## config.mk

```make
export PLATFORM = sky130hd
export DESIGN_NAME = sca_blk_mgr
export DESIGN_NICKNAME = d
export VERILOG_FILES = /design/src/rtl/cfeb_pkg.sv /design/src/rtl/blk_fifo.sv /design/src/rtl/sca_blk_mgr.sv
export SDC_FILE = /design/constraint.sdc
export NUM_CORES = 1
export LEC_CHECK = 0
export BUFFER_PORTS_ARGS = -buffer_cell sky130_fd_sc_hd__buf_2
export CAP_MARGIN = 20
export CORE_AREA = 2 2 125 152
export DETAILED_ROUTE_END_ITERATION = 10
export DIE_AREA = 0 0 127 154
export PLACE_DENSITY_LB_ADDON = 0.3
export SLEW_MARGIN = 20
export SYNTH_ARGS = -nofsm -noshare
export SYNTH_HDL_FRONTEND = slang
export SYNTH_SLANG_ARGS = --single-unit
```

## constraint.sdc

```tcl
create_clock -name CLK -period 4.54 [get_ports CLK]
set_input_delay 0.454 -clock CLK [delete_from_list [all_inputs] [get_ports CLK]]
set_output_delay 0.454 -clock CLK [all_outputs]
set_load 0.01 [all_outputs]
```

## src/rtl/cfeb_pkg.sv

```systemverilog
// Shared definitions for the SCA block manager: FSM state type, default sizes
// and a constant-foldable log2 helper.
package cfeb_pkg;

  localparam int NBLK_DEF  = 16;
  localparam int CNT_W_DEF = 6;

  typedef enum logic [1:0] {
    ST_IDLE = 2'd0,
    ST_WAIT = 2'd1,
    ST_WIN  = 2'd2
  } state_t;

  function automatic int clog2(input int n);
    int r;
    r = 0;
    while ((1 << r) < n) r++;
    return r;
  endfunction

endpackage

```

## src/rtl/blk_fifo.sv

```systemverilog
// Readout queue of SCA block indices; synchronous push/pop, head visible
// combinationally on dout_o whenever valid_o is high.
module blk_fifo
  import cfeb_pkg::*;
#(
  parameter int  DEPTH = 16,
  parameter int  WIDTH = 4,
  localparam int AW    = clog2(DEPTH)
) (
  input  logic             CLK,
  input  logic             RST_B,
  input  logic             push_i,
  input  logic [WIDTH-1:0] din_i,
  input  logic             pop_i,
  output logic [WIDTH-1:0] dout_o,
  output logic             valid_o
);

  logic [WIDTH-1:0] mem_q [DEPTH];
  logic [AW-1:0]    wr_q, rd_q;
  logic [AW:0]      cnt_q;
  logic             wr, rd;

  assign wr      = push_i && (cnt_q != (AW+1)'(DEPTH));
  assign rd      = pop_i && (cnt_q != '0);
  assign valid_o = (cnt_q != '0);
  assign dout_o  = mem_q[rd_q];

  always_ff @(posedge CLK or negedge RST_B) begin
    if (!RST_B) begin
      for (int i = 0; i < DEPTH; i++) mem_q[i] <= '0;
      wr_q  <= '0;
      rd_q  <= '0;
      cnt_q <= '0;
    end else begin
      if (wr) begin
        mem_q[wr_q] <= din_i;
        wr_q        <= wr_q + AW'(1);
      end
      if (rd) rd_q <= rd_q + AW'(1);
      case ({wr, rd})
        2'b10:   cnt_q <= cnt_q + (AW+1)'(1);
        2'b01:   cnt_q <= cnt_q - (AW+1)'(1);
        default: ;
      endcase
    end
  end

endmodule

```

## src/rtl/sca_blk_mgr.sv

```systemverilog
// SCA storage-block manager: LCT opens a delayed L1A window, a matching GTRG
// queues the current write block for readout and advances to the next free one.
module sca_blk_mgr
  import cfeb_pkg::*;
#(
  parameter int  NBLK  = NBLK_DEF,
  parameter int  CNT_W = CNT_W_DEF,
  localparam int BW    = clog2(NBLK)
) (
  input  logic             CLK,
  input  logic             RST_B,
  input  logic             LCT,
  input  logic             GTRG,
  input  logic [3:0]       L1A_DLY,
  input  logic [2:0]       L1A_WIN,
  input  logic             RD_DONE,
  output logic [BW-1:0]    WADR,
  output logic             PUSH,
  output logic             RD_VALID,
  output logic [BW-1:0]    RD_BLK,
  output logic [CNT_W-1:0] L1A_CNT,
  output logic [BW:0]      NFREE,
  output logic [7:0]       LOST_LCT,
  output logic             OVERFLOW
);

  state_t           state_q;
  logic [3:0]       cnt_q;
  logic [2:0]       win_q;
  logic [BW-1:0]    wadr_q, push_blk_q;
  logic             push_q;
  logic [CNT_W-1:0] l1a_q;
  logic [BW:0]      nfree_q;
  logic [7:0]       lost_q;
  logic             ovf_q;
  logic [NBLK-1:0]  qd_q;

  logic             pop;
  logic             fifo_vld;
  logic [BW-1:0]    head;
  logic [NBLK-1:0]  avail_d;
  logic             nxt_ok_d;
  logic [BW-1:0]    nxt_d;

  assign pop = RD_DONE && fifo_vld;

  // Round-robin search: scan downward so the smallest offset above WADR wins.
  always_comb begin
    avail_d         = ~qd_q;
    avail_d[wadr_q] = 1'b0;
    nxt_ok_d        = 1'b0;
    nxt_d           = wadr_q;
    for (int i = NBLK - 1; i >= 1; i--) begin
      if (avail_d[wadr_q + BW'(i)]) begin
        nxt_ok_d = 1'b1;
        nxt_d    = wadr_q + BW'(i);
      end
    end
  end

  always_ff @(posedge CLK or negedge RST_B) begin
    if (!RST_B) begin
      state_q    <= ST_IDLE;
      cnt_q      <= '0;
      win_q      <= '0;
      wadr_q     <= '0;
      push_blk_q <= '0;
      push_q     <= 1'b0;
      l1a_q      <= '0;
      nfree_q    <= (BW+1)'(NBLK);
      lost_q     <= '0;
      ovf_q      <= 1'b0;
      qd_q       <= '0;
    end else begin
      push_q <= 1'b0;
      case ({push_q, pop})
        2'b10:   nfree_q <= nfree_q - (BW+1)'(1);
        2'b01:   nfree_q <= nfree_q + (BW+1)'(1);
        default: ;
      endcase
      if (pop) qd_q[head] <= 1'b0;
      if (LCT && (state_q != ST_IDLE) && (lost_q != 8'hFF)) lost_q <= lost_q + 8'd1;

      case (state_q)
        ST_IDLE: begin
          if (LCT) begin
            win_q <= L1A_WIN;
            if (L1A_DLY == 4'd0) begin
              state_q <= ST_WIN;
              cnt_q   <= '0;
            end else begin
              state_q <= ST_WAIT;
              cnt_q   <= L1A_DLY;
            end
          end
        end
        ST_WAIT: begin
          if (cnt_q == 4'd1) begin
            state_q <= ST_WIN;
            cnt_q   <= '0;
          end else begin
            cnt_q <= cnt_q - 4'd1;
          end
        end
        ST_WIN: begin
          if (GTRG) begin
            state_q <= ST_IDLE;
            l1a_q   <= l1a_q + CNT_W'(1);
            if (nxt_ok_d) begin
              push_q       <= 1'b1;
              push_blk_q   <= wadr_q;
              wadr_q       <= nxt_d;
              qd_q[wadr_q] <= 1'b1;
            end else begin
              ovf_q <= 1'b1;
            end
          end else if (cnt_q == {1'b0, win_q}) begin
            state_q <= ST_IDLE;
          end else begin
            cnt_q <= cnt_q + 4'd1;
          end
        end
        default: state_q <= ST_IDLE;
      endcase
    end
  end

  // Queue entry is written one cycle after the match, together with PUSH.
  blk_fifo #(
    .DEPTH(NBLK),
    .WIDTH(BW)
  ) u_fifo (
    .CLK    (CLK),
    .RST_B  (RST_B),
    .push_i (push_q),
    .din_i  (push_blk_q),
    .pop_i  (pop),
    .dout_o (head),
    .valid_o(fifo_vld)
  );

  assign WADR     = wadr_q;
  assign PUSH     = push_q;
  assign RD_VALID = fifo_vld;
  assign RD_BLK   = head;
  assign L1A_CNT  = l1a_q;
  assign NFREE    = nfree_q;
  assign LOST_LCT = lost_q;
  assign OVERFLOW = ovf_q;

endmodule

```

==> results.toml <==
[run_status]
status = "complete, no violations"

[setup_path]
critPathArrivalTime_ns = 4.41
cpMostUsedCell = "mux2_2"
path_delay_family = "multiplexers"
required_ns = 4.83
cp-end-kind = "flop"
r2r_slack_ns = 0.42
ff2ff_path_depth = 11
cp_num_cells = 11
path_cells = "clkinv_1, ha_1, a21oi_1, mux2i_1, mux4_1, mux2_2, nand2b_1, a2111oi_2, a31oi_4, buf_4, mux2_2"
critPathMaxStageDelay_ns = 0.67
crit_fanout = 27
critical_path_class = "flop to flop"
start_kind = "flop"
slowest_stage = "mux4_1"
cp_num_buf_inv = 2

[timing]
slew_viol_final = 0
finalSetupTns_ns = 0
finalCriticalPeriod_ns = 4.12
rsz0062_at_grt = "no"
hold_viol = 0
setup_violations = 0
worst_clock_skew_ns = 0.00849
fmax_mhz = 243
fin_crit_sh = 0.908
relSlewSlack = 0.359
worst_slew_pin_slew_ns = 0.935

[cts]
ctsResizeCount = 0
root_buffer = "clkbuf_16"
htree_num_levels = 4
cts_made_buffers = 17
ctsHoldBuffers = 0
cts.reportedPaths.clkPinSlew_ns = 0.06
clockBufferDepth = 2
cts_tree = "done"
insertion_delay_ns = 0.41
cts_sinks = 131
cts_setup_buffers = 0

[place]
dp_hpwl_mm = 15.4
port_buffers = 41
place.gp.congestion = 1.00

[synth]
synthFlopType = "dfrtp_1"
synthSimpleGateAreaFrac = 0.0937
yosysUniqueCellTypes = 78
ys_warn_count = 0
syn_area_um2 = 8920
synth.ff_latch_count = 131
synth_top_family_by_area = "multiplexers"
seq_area_frac_synth = 0.368
syn_avg_cell_area_um2 = 11.3
synthMuxAreaShare = 0.271
syn-instance-count = 786
synth_edf_count = 0
synth_xor_area_frac = 0.0460
synthArstFlopShare = 1.00
synth_compound_area_frac = 0.129
synth_fa_ha_area_frac = 0.0536
synth_nets = 835

[finish]
final_cell_mix = "129 x dfrtp_1, 87 x mux2_2, 60 x nand2_1"
area_growth_pct = 12.1
nNetsFinal = 878
fillers = 1491
diodes = 0
layout_commonest_cell = "dfrtp_1"
drive_gt1_frac = 0.298

[grt]
grt_pass1_vias = 6697
grt_pass1_wl_mm = 35.4
grt_max_degree = 102
antenna_found_initial = 0
overflow = 0
gr-usage-all-layers = 0.228

[detailed_routing]
drc = 0
drt_first_pass_iters = 5
dr_total_vias = 6541
postRouteAntennaNets = 0
first_iter_violations = 574
wirelength_mm = 21.3
via_per_inst = 6.14
wire_per_inst_um = 20.0

[floorplan]
rows = 54
die_h_um = 154
core_area_um2 = 18000
start_util = 0.496
fp.dieW_um = 127
die_area_um2 = 19600
ios = 42

[worst_hold_path]
hp-class = "primary input to asynchronous set/reset pin"

[job]
drv_cap = 0
-- worst register-to-register path: stages, from the launching register on --
cell and delay (ns):
dfrtp_1 0.35, clkinv_1 0.30, ha_1 0.44, a21oi_1 0.36, mux2i_1 0.36, mux4_1 0.67, mux2_2 0.38, nand2b_1 0.13
a2111oi_2 0.07, a31oi_4 0.22, buf_4 0.33, mux2_2 0.39
-- cell families after synthesis --
kind of cell               after synthesis
adders and majority gates               37
buffers and inverters                   75
muxes                                  167
and+or+nand+nor                        175
AOI/OAI and AO/OA                      158
DFF                                    131
xor gates and xnor gates                43
-- cells in the mapped netlist (all sizes together), types with 19 or more instances --
library cell	number	area share
a21oi	32	0.019
buf	19	0.015
clkbuf	23	0.0097
dfrtp	130	0.36
ha	35	0.049
inv	31	0.013
mux2	88	0.11
mux2i	32	0.039
mux4	47	0.12
nand2	60	0.025
nand3	22	0.012
nor2	43	0.018
o21ai	25	0.014
xnor2	27	0.030
-- registers in the layout, summed over array words and instances (netlist names) --
register / cells
u_fifo.mem_q: 64
qd_q: 16
LOST_LCT: 8
L1A_CNT: 6
NFREE: 5
u_fifo.cnt_q: 5
WADR: 4
cnt_q: 4
push_blk_q: 4
u_fifo.rd_q: 4
u_fifo.wr_q: 4
win_q: 3
state_q: 2
OVERFLOW: 1
PUSH: 1
-- area by class of cell --
type / instances / area [µm²] / area share
clock buffers: 18 / 439 / 0.0439
clock inverters: 14 / 185 / 0.0185
inverters: 33 / 124 / 0.0124
multi-input cells: 580 / 5300 / 0.529
flip-flops and latches: 131 / 3280 / 0.328
well taps: 224 / 280 / 0.0280
repair buffers: 66 / 399 / 0.0399
-- path summary, 6_finish.rpt --
check | endpoint | start
min in group CLK | win_q[2] | L1A_WIN[2]
min | u_fifo.cnt_q[1] | RST_B
max in group asynchronous | LOST_LCT[7] | RST_B
max reg2reg | push_blk_q[2] | WADR[2]
max | push_blk_q[2] | WADR[2]
min reg2reg | L1A_CNT[5] | L1A_CNT[5]
-- metal layers --
metal / global-route usage / part of all wire / vias to the layer above
li1: - / - / 3042
met1: 0.286 / 0.41 / 3211
met2: 0.384 / 0.51 / 230
met3: 0.0400 / 0.045 / 58
met4: 0.105 / 0.036 / 0
met5: 0 / 0 / -
-- metrics by stage --
step | hold slack, ns | util | cells | setup slack [ns] | area (µm²)
3_5_place_dp | 0.462 | 0.522 | 1034 | 0.473 | 9380
4_1_cts | 0.194 | 0.557 | 1066 | 0.454 | 10000
3_3_place_gp | 0.456 | 0.522 | 1034 | 0.564 | 9380
5_1_grt | 0.224 | 0.557 | 1066 | 0.182 | 10000
2_1_floorplan | 0.158 | - | 786 | 0.682 | 8920
6_report | 0.124 | 0.557 | 1066 | 0.419 | 10000
Power is not shown: default switching activity piles up to over one toggle a cycle in this logic, so the estimate is an artifact.
